<file path="config.mk">
export PLATFORM = sky130hd
export DESIGN_NAME = ip_builder
export DESIGN_NICKNAME = d
export VERILOG_FILES = /design/src/rtl/ip_builder.sv
export SDC_FILE = /design/constraint.sdc
export NUM_CORES = 1
export LEC_CHECK = 0
export CORE_ASPECT_RATIO = 1.75
export CORE_UTILIZATION = 40
export CTS_CLUSTER_SIZE = 20
export DETAILED_ROUTE_END_ITERATION = 6
export SLEW_MARGIN = 20
export SYNTH_ARGS = -nofsm -noshare
export SYNTH_HDL_FRONTEND = slang
export SYNTH_SLANG_ARGS = --single-unit
</file>
<file path="constraint.sdc">
create_clock -name clk -period 6.2 [get_ports clk]
set_input_delay 0.62 -clock clk [delete_from_list [all_inputs] [get_ports clk]]
set_output_delay 0.62 -clock clk [all_outputs]
set_load 0.03 [all_outputs]
</file>
<file path="src/rtl/ip_builder.sv">
// ip_builder: prepends a 20-byte IPv4 header to a byte-wide UDP datagram stream.
// The header carries total length, a per-packet identification counter and the
// header checksum. The checksum is built in two fixed cycles before the header goes out.
//
// state     | meaning
// ----------+---------------------------------------------------------------
// S_IDLE    | wait for the first datagram beat; latch tuser, check udp_len
// S_SUM     | accumulate the nine 16-bit header words into a 20-bit sum
// S_FOLD    | fold the carries back in twice and register the ones-complement
// S_HEADER  | emit header bytes 0..19 under downstream flow control
// S_PAYLOAD | pass the datagram through combinationally until tlast
// S_DROP    | swallow a datagram with an illegal udp_len, no output

module ip_builder #(
    parameter int          DATA_WIDTH = 8,
    parameter logic [7:0]  TTL        = 8'd64,
    parameter logic [15:0] ID_INIT    = 16'h0000
) (
    input  logic                  clk,
    input  logic                  rst,
    input  logic [DATA_WIDTH-1:0] s_axis_tdata,
    input  logic                  s_axis_tvalid,
    input  logic                  s_axis_tlast,
    input  logic [79:0]           s_axis_tuser,
    output logic                  s_axis_tready,
    output logic [DATA_WIDTH-1:0] m_axis_tdata,
    output logic                  m_axis_tvalid,
    output logic                  m_axis_tlast,
    input  logic                  m_axis_tready
);

    typedef enum logic [2:0] {
        S_IDLE    = 3'd0,
        S_SUM     = 3'd1,
        S_FOLD    = 3'd2,
        S_HEADER  = 3'd3,
        S_PAYLOAD = 3'd4,
        S_DROP    = 3'd5
    } state_t;

    state_t      state, state_nx;
    logic [31:0] src_ip, dst_ip;
    logic [15:0] udp_len;
    logic [15:0] id;
    logic [4:0]  hdr_cnt;
    logic [19:0] acc;
    logic [15:0] csum;

    logic [15:0] total_len;
    logic [15:0] tuser_len;
    logic        len_bad;
    logic [19:0] fold1, fold2;
    logic [7:0]  hdr_byte;
    logic        hdr_last;

    // range check is done against the raw tuser value so the decision is made in S_IDLE
    assign tuser_len = s_axis_tuser[15:0];
    assign len_bad   = (tuser_len < 16'd8) || (tuser_len > 16'd65515);
    assign total_len = udp_len + 16'd20;
    assign hdr_last  = (hdr_cnt == 5'd19);

    // two end-around-carry folds are always enough for a sum of nine words
    assign fold1 = {4'h0, acc[15:0]} + {16'h0000, acc[19:16]};
    assign fold2 = {4'h0, fold1[15:0]} + {16'h0000, fold1[19:16]};

    // state register
    always_ff @(posedge clk) begin
        if (rst) state <= S_IDLE;
        else     state <= state_nx;
    end

    // next-state decode
    always_comb begin
        state_nx = state;
        case (state)
            S_IDLE:    if (s_axis_tvalid) state_nx = len_bad ? S_DROP : S_SUM;
            S_SUM:     state_nx = S_FOLD;
            S_FOLD:    state_nx = S_HEADER;
            S_HEADER:  if (m_axis_tready && hdr_last) state_nx = S_PAYLOAD;
            S_PAYLOAD: if (s_axis_tvalid && m_axis_tready && s_axis_tlast) state_nx = S_IDLE;
            S_DROP:    if (s_axis_tvalid && s_axis_tlast) state_nx = S_IDLE;
            default:   state_nx = S_IDLE;
        endcase
    end

    // header context, checksum pipeline, header byte counter and id counter
    always_ff @(posedge clk) begin
        if (rst) begin
            src_ip  <= 32'h0;
            dst_ip  <= 32'h0;
            udp_len <= 16'h0;
            id      <= ID_INIT;
            hdr_cnt <= 5'd0;
            acc     <= 20'h0;
            csum    <= 16'h0;
        end else begin
            case (state)
                S_IDLE: begin
                    if (s_axis_tvalid) begin
                        src_ip  <= s_axis_tuser[79:48];
                        dst_ip  <= s_axis_tuser[47:16];
                        udp_len <= tuser_len;
                    end
                end
                S_SUM: begin
                    acc <= 20'h04500 + 20'(total_len) + 20'(id) + 20'h04000
                         + 20'({TTL, 8'h11})
                         + 20'(src_ip[31:16]) + 20'(src_ip[15:0])
                         + 20'(dst_ip[31:16]) + 20'(dst_ip[15:0]);
                end
                S_FOLD: begin
                    csum    <= ~fold2[15:0];
                    hdr_cnt <= 5'd0;
                end
                S_HEADER: begin
                    if (m_axis_tready) begin
                        if (hdr_last) begin
                            hdr_cnt <= 5'd0;
                            id      <= id + 16'd1;
                        end else begin
                            hdr_cnt <= hdr_cnt + 5'd1;
                        end
                    end
                end
                default: ;
            endcase
        end
    end

    // header byte selection by position
    always_comb begin
        hdr_byte = 8'h00;
        case (hdr_cnt)
            5'd0:  hdr_byte = 8'h45;
            5'd1:  hdr_byte = 8'h00;
            5'd2:  hdr_byte = total_len[15:8];
            5'd3:  hdr_byte = total_len[7:0];
            5'd4:  hdr_byte = id[15:8];
            5'd5:  hdr_byte = id[7:0];
            5'd6:  hdr_byte = 8'h40;
            5'd7:  hdr_byte = 8'h00;
            5'd8:  hdr_byte = TTL;
            5'd9:  hdr_byte = 8'h11;
            5'd10: hdr_byte = csum[15:8];
            5'd11: hdr_byte = csum[7:0];
            5'd12: hdr_byte = src_ip[31:24];
            5'd13: hdr_byte = src_ip[23:16];
            5'd14: hdr_byte = src_ip[15:8];
            5'd15: hdr_byte = src_ip[7:0];
            5'd16: hdr_byte = dst_ip[31:24];
            5'd17: hdr_byte = dst_ip[23:16];
            5'd18: hdr_byte = dst_ip[15:8];
            5'd19: hdr_byte = dst_ip[7:0];
            default: hdr_byte = 8'h00;
        endcase
    end

    // stream outputs per state; payload is a zero-latency pass-through
    always_comb begin
        s_axis_tready = 1'b0;
        m_axis_tvalid = 1'b0;
        m_axis_tlast  = 1'b0;
        m_axis_tdata  = '0;
        case (state)
            S_HEADER: begin
                m_axis_tvalid = 1'b1;
                m_axis_tdata  = hdr_byte;
            end
            S_PAYLOAD: begin
                m_axis_tdata  = s_axis_tdata;
                m_axis_tvalid = s_axis_tvalid;
                m_axis_tlast  = s_axis_tlast;
                s_axis_tready = m_axis_tready;
            end
            S_DROP: begin
                s_axis_tready = 1'b1;
            end
            default: ;
        endcase
    end

endmodule

</file>
==> metrics.md <==
| Metric | Value |
|---|---|
| Total count of max-transition violations in the final report | 0 |
| Core region area | 23,900 µm² |
| Reported max-cap violation count | 0 |
| Port-buffer cells | 103 |
| Pre-CTS setup slack | 1.07 ns |
| Largest stage delay, worst path | ~0.52 ns |
| Transition time at the pin with the least slew margin | 1.02 ns |
| Hold-fix buffers at CTS | 0 |
| Fraction of registers with async set or reset after synthesis | 0% |
| Clock root buffer | clkbuf_16 |
| Antenna violations before repair | 0 |
| Buffers from clock root to sink, at most | 2 |
| CTS H-tree depth | 4 |
| Most used DFF post-synth | dfxtp_1 |
| Commonest cells after routing, fill and taps aside | nand2_1 (226), inv_1 (143), dfxtp_1 (139) |
| Final worst-path setup slack | approximately 1 ns |
| Clock transition at the registers of the reported paths | 0.06 ns |
| TritonCTS clock tree | yes |
| Met3 track demand over resource in global routing | 3.95% |
| Maximum frequency from static timing analysis | about 0.19 GHz |
| Number of nets in the synthesized netlist | 1,419 |
| Cell type of the slowest stage on the worst timing path | fa_1 |
| Count of different cell masters after synthesis | 77 |
| Number of buffers created by CTS | 17 |
| Met1 Use GR | a little under a third |
| Weighted congestion at the end of routability-driven global placement | 1.02 |
| Endpoint required time on the critical path | 6.50 ns |
| HP Class | reg -> reg |
| Cell types occupying the most area after synthesis | dfxtp_1 (29%), fa_1 (13%), nand2_1 (8.7%) |
| Combinational share of power | between 30% and 40% |
| Power density relative to cell area | 281 nW/µm² |
| Worst rel slew slack | 32.1% |
| Layout area overhead | 19.3% |
| Detailed placement HPWL | between 20,000 and 30,000 µm |
| Power dissipated by switching net loads | around 1.1 mW |
| Final Hold Violating Endpoints | 0 |
| Total placed instance area | 11,000 µm² |
| Critical Path End Type | register |
| Via density per instance | 5.49 |
| Routed length per placed instance | 21.2 µm |
| Final worst-path cycle share | 83.5% |
| Sum of routed wire length over all layers | approximately 34,000 µm |
| Maximum number of pins on one net before global-route repair | 86 |
| DR DRC count | 0 |
| Antenna diodes | 0 |
| Run status | finished clean |
| Power share of the sequential group | approximately a third |
| Total I/O pin count | 104 |
| First-pass GRT wire length | 52,000 µm |
| Post-layout min period | 5.18 ns |
| Cell area after layout | between 10,000 and 15,000 µm² |
| Layout Skew | 0.00745 ns |
| Fraction of layout cells with a size suffix above 1 | 4.85% |
| Die Span Y | 208 µm |
| Most common library cell in the layout ignoring fill and taps | nand2_1 |
| Total of flip-flops plus latches after synthesis | 139 |
| Busiest grt layer | met2 |
| Clk Latency, worst-skew pair | 0.46 ns |
| Number of flops mapped to enable cells by yosys | 0 |
| Share of total power consumed by net switching | 34.6% |
| Avg Inst Size Synth | 7.99 µm² |
| Portion of the post-synthesis area used by sequential elements | 28.6% |
| Kind of start point of the critical path | register |
| Sink Count | 139 |
| Gate count after technology mapping | 1,216 |
| Overall power of the completed layout | 3.26 mW |
| Routed Antenna Nets | 0 |
| Die span in x | roughly 120 µm |
| Total negative slack | 0 ns |
| Effective utilization at floorplan | 40.6% |
| Number of warnings reported in the yosys synthesis log | 0 |
| IR drop worst, VDD | 0.221 mV |
| Router iterations before antenna repair | 7 |
| Row Count | 75 |
| Vias | 8,819 |
| Share of the synthesized area in the top cell type | roughly 29% |
| Post-CTS setup-driven buffer insertion count | 0 |
| CP cell instances | ha_1 -> or2_2 -> nand2_1 -> xor2_1 -> fa_1 -> inv_1 -> fa_1 -> fa_1 -> ha_1 -> ha_1 -> nand3_1 -> a21oi_1 -> nor3_1 -> a21oi_1 -> a31o_2 -> a2111oi_0 -> nor3_1 |
| Cell Area, Synth | 9720 µm² |
| Largest fanout on the critical path | 5 |
| Floorplan die area | 25,000 µm² |
| Proportion of power drawn by the clock network | 34.9% |
| Yosys top cell by area | dfxtp_1 |
| Global router's overall resource usage | about 28% |
| Internal Power | 2.13 mW |
| # setup viols final | 0 |
| Initial detailed-routing violation count | 634 |
| Leakage power total | 4.56 nW |
| Vias in the first global route | 8,890 |
| Setup CP Type | reg -> reg |
| Met2 layer usage reported by global route | between 50 and 60% |
| Gates resized, CTS repair | 0 |
| Remaining global-route overflow | 0 |
| Data arrival at the endpoint of the critical path | 5.48 ns |
| Unrepaired setup endpoints after global routing | no |
| Reg-to-reg slack, setup | 1.02 ns |
| Worst hold margin | 0.469 ns |
| Final nets | 1,488 |
[metrics by stage]
stage	std cells	utilization [%]
2_1_floorplan	1216	-
3_3_place_gp	1574	45.8
3_5_place_dp	1574	45.8
4_1_cts	1606	48.5
5_1_grt	1606	48.5
6_report	1606	48.5
[final timing paths]
path	from	endpoint	cells after the start
setup / recovery	udp_len[2]$_SDFFE_PP0P_	acc[18]$_SDFFE_PP0P_	17
hold / removal	csum[13]$_SDFFE_PP0P_	csum[13]$_SDFFE_PP0P_	2
setup reg to reg	udp_len[2]$_SDFFE_PP0P_	acc[18]$_SDFFE_PP0P_	17
hold reg to reg	csum[13]$_SDFFE_PP0P_	csum[13]$_SDFFE_PP0P_	2
[flip-flops by register name, summed over array words and instances (netlist names)]
signal,count
hdr_cnt,5
udp_len,16
src_ip,32
id,16
state,3
acc,19
csum,16
dst_ip,32
[per-layer routing]
metal,vias to the layer above,part of all wire [%]
met3,90,4.1
met4,0,6.2
met5,-,0
met2,279,53
met1,4227,36
li1,4223,-
[power groups by stage]
| stage | clock network [mW] | registers, mW | logic (mW) |
|---|---|---|---|
| 6_report | 1.14 | 1.09 | 1.04 |
| 5_1_grt | 1.19 | 1.09 | 1.17 |
| 4_1_cts | 1.15 | 1.09 | 1.04 |
| 3_5_place_dp | 0 | 1.10 | 1.02 |
| 3_3_place_gp | 0 | 1.10 | 1.02 |
| 2_1_floorplan | 0 | 1.04 | 0.756 |
[area by class of cell]
type | count | area [µm²]
clock buffers | 21 | 450
clock inverters | 11 | 191
flip-flops and latches | 139 | 2780
repair buffers | 111 | 1090
multi-input cells | 873 | 6160
fillers | 2375 | 12300
inverters | 143 | 537
well taps | 308 | 385
[cell families (layout without fill, tap and decap cells)]
family / after synthesis / count (layout) / synth area share (%)
adders and majority gates: 110 / 110 / 19.0
xor gates and xnor gates: 58 / 58 / 5.23
and+or+nand+nor: 441 / 441 / 21.0
DFF: 139 / 139 / 28.6
buffers and inverters: 204 / 286 / 8.08
AOI/OAI and AO/OA: 264 / 264 / 18.1
[synth_stat cells, types with 3 or more instances]
cell type and number:
o21bai_1 3, a31oi_1 8, or4_1 3, nand4b_1 3, o21a_1 3, fa_1 63
buf_2 4, ha_1 47, o21ai_0 21, or3_1 7, nor2_1 76, xnor2_1 37
nor3_1 21, o22ai_1 3, inv_1 143, dfxtp_1 139, xor2_1 21, buf_1 3
nand2_1 226, a221oi_1 6, nand2b_1 13, o211ai_1 3, a222oi_1 12, or2_2 4
nor3b_1 5, clkbuf_1 52, a21oi_1 120, a211oi_1 17, a22o_1 15, o31ai_1 3
nand4_1 18, a21o_1 5, a41oi_1 4, nand3b_1 4, nand3_1 20, and2_1 4
nor4_1 7, nor2b_1 4, a22oi_1 14, and3_1 11
[critical path: cells and delay by family (launching register included)]
family | cells | cell delay (ns)
AO/OA/AOI/OAI | 4 | 0.98
XOR/XNOR | 1 | 0.27
adder cells (fa/ha/maj) | 6 | 2.36
buffers and inverters | 1 | 0.09
flip-flops | 1 | 0.33
AND/OR/NAND/NOR | 5 | 1.00
(Power assumes the default switching activity.)
==> RTL edit (config.mk and constraints unchanged) <==
Set the parameter `TTL` to 8'd32 (it was 8'd64).
--- a/src/rtl/ip_builder.sv
+++ b/src/rtl/ip_builder.sv
@@ -15,3 +15,3 @@
     parameter int          DATA_WIDTH = 8,
-    parameter logic [7:0]  TTL        = 8'd64,
+    parameter logic [7:0]  TTL        = 8'd32,
     parameter logic [15:0] ID_INIT    = 16'h0000
Behaviour: same outputs for any inputs over 10 cycles, from zero or initial values and one cycle with rst high; that may be too few to reach the edited logic, so the function may still have changed.
==> RTL edit against the unedited design <==
  * Worst hold slack got worse by 0.014 ns
  * Area after synthesis up 0.26%
  * Sequential cell count did not move
  * Wire length fell by 2.0%
  * Highest routed layer unchanged
  * Worst setup slack better by 0.067 ns
  * Design area rose by 0.18%
  * Total power is 0.77% higher
  * Largest cell class unchanged
  * Combinational power rose by 4%
==> RTL edit: results (changes against the unedited design) <==
fraction of layout cells with a size suffix above 1 0.0476 (was 0.0485); Nets 1,492 (was 1,488); post-synthesis sequential area ratio 0.285 (was 0.286); Post-Synth XOR/XNOR Area 0.0503 (was 0.0523); synthesized net count 1,424 (was 1,419); maximum VDD drop 200 uV (was 221 uV); synth cell count leaders nand2_1, inv_1, dfxtp_1 (unchanged); vias in the first global route 8,897 (was 8,890); Critical Path AT 5.50 ns (was 5.48 ns); Vias/cell 5.47 (was 5.49); Clock Skew 0.0116 ns (was 0.00745 ns); reg2reg setup slack 1.09 ns (was 1.02 ns); Synth Area in Compound Gates 0.185 (was 0.181); gpl congestion 0.988 (was 1.02); filler instances 2,413 (was 2,375); dpl hpwl 26,700 um (was 27,300 um); largest net degree at the start of global routing 81 (was 86); Worst-Margin Slew 0.880 ns (was 1.02 ns); Pre-antenna DRT Iters 5 (was 7); DP Area 11,000 um^2 (about the same); outcome finished clean (unchanged); Largest regs dst_ip (32), src_ip (32), acc (19) (unchanged); unique cell type count in the Yosys netlist 75 (was 77); proportion of synthesized area in mux cells 0.00629 (was 0); Area contributors post-synth dfxtp_1, fa_1, nand2_1, a21oi_1, ha_1 (unchanged); Overall Global Routing Usage 0.281 (was 0.284); leakage 4.54 nW (was 4.56 nW); Initial DRC Count 564 (was 634); Synth Area in Adders 0.190 (about the same); Wirelength per Cell 20.7 um (was 21.2 um); first-pass GRT wire length 52,000 um (about the same)
## RTL edit: power by group
group          leakage [nW]  switching, mW  internal [mW]  total [mW]
clock network         0.304          0.426          0.687        1.11
registers              1.14          0.128          0.971        1.10
logic                  3.10          0.621          0.456        1.08
## RTL edit: area by class of cell
class                   instances  area, um^2  share of cell area
well taps                     308         385              0.0332
inverters                     142         533              0.0459
multi-input cells             879        6200               0.534
clock buffers                  19         443              0.0381
clock inverters                13         193              0.0166
flip-flops and latches        139        2780               0.239
repair buffers                110        1080              0.0930
## RTL edit: through the flow
step                setup slack [ns]  total power [mW]  std cells  hold slack (ns)
floorplan                       1.42              1.82       1221            0.431
global placement                1.20              2.19       1578            0.447
detailed placement              1.11              2.19       1578            0.452
CTS                             1.10              3.31       1610            0.460
global route                   0.836              3.50       1610            0.490
finish                          1.09              3.29       1610            0.455
## RTL edit: cell families (layout without fill, tap and decap cells)
| kind of cell | Yosys count | after routing |
|---|---|---|
| simple gates | 432 | 432 |
| compound gates | 275 | 275 |
| buf+inv | 203 | 284 |
| flops | 139 | 139 |
| fa+ha+maj | 110 | 110 |
| xor+xnor | 56 | 56 |
| mux | 6 | 6 |
## RTL edit: layer usage
layer | global-route usage | wire length (um)
met1 | 0.309 | 12600
met2 | 0.487 | 16900
met3 | 0.0389 | 1320
met4 | 0.205 | 2560
met5 | 0 | 0
## RTL edit: worst paths after layout
path	from	to	cells after the start
worst min register to register	udp_len[1]	udp_len[1]	2
worst min-delay path	udp_len[1]	udp_len[1]	2
worst max register to register	udp_len[2]	acc[16]	18
worst max-delay path	udp_len[2]	acc[16]	18
## RTL edit: worst min-delay path, cell delays in order, from the launching register on
cell and delay [ns]:
dfxtp_1 0.31, nand2_1 0.05, a21oi_1 0.05
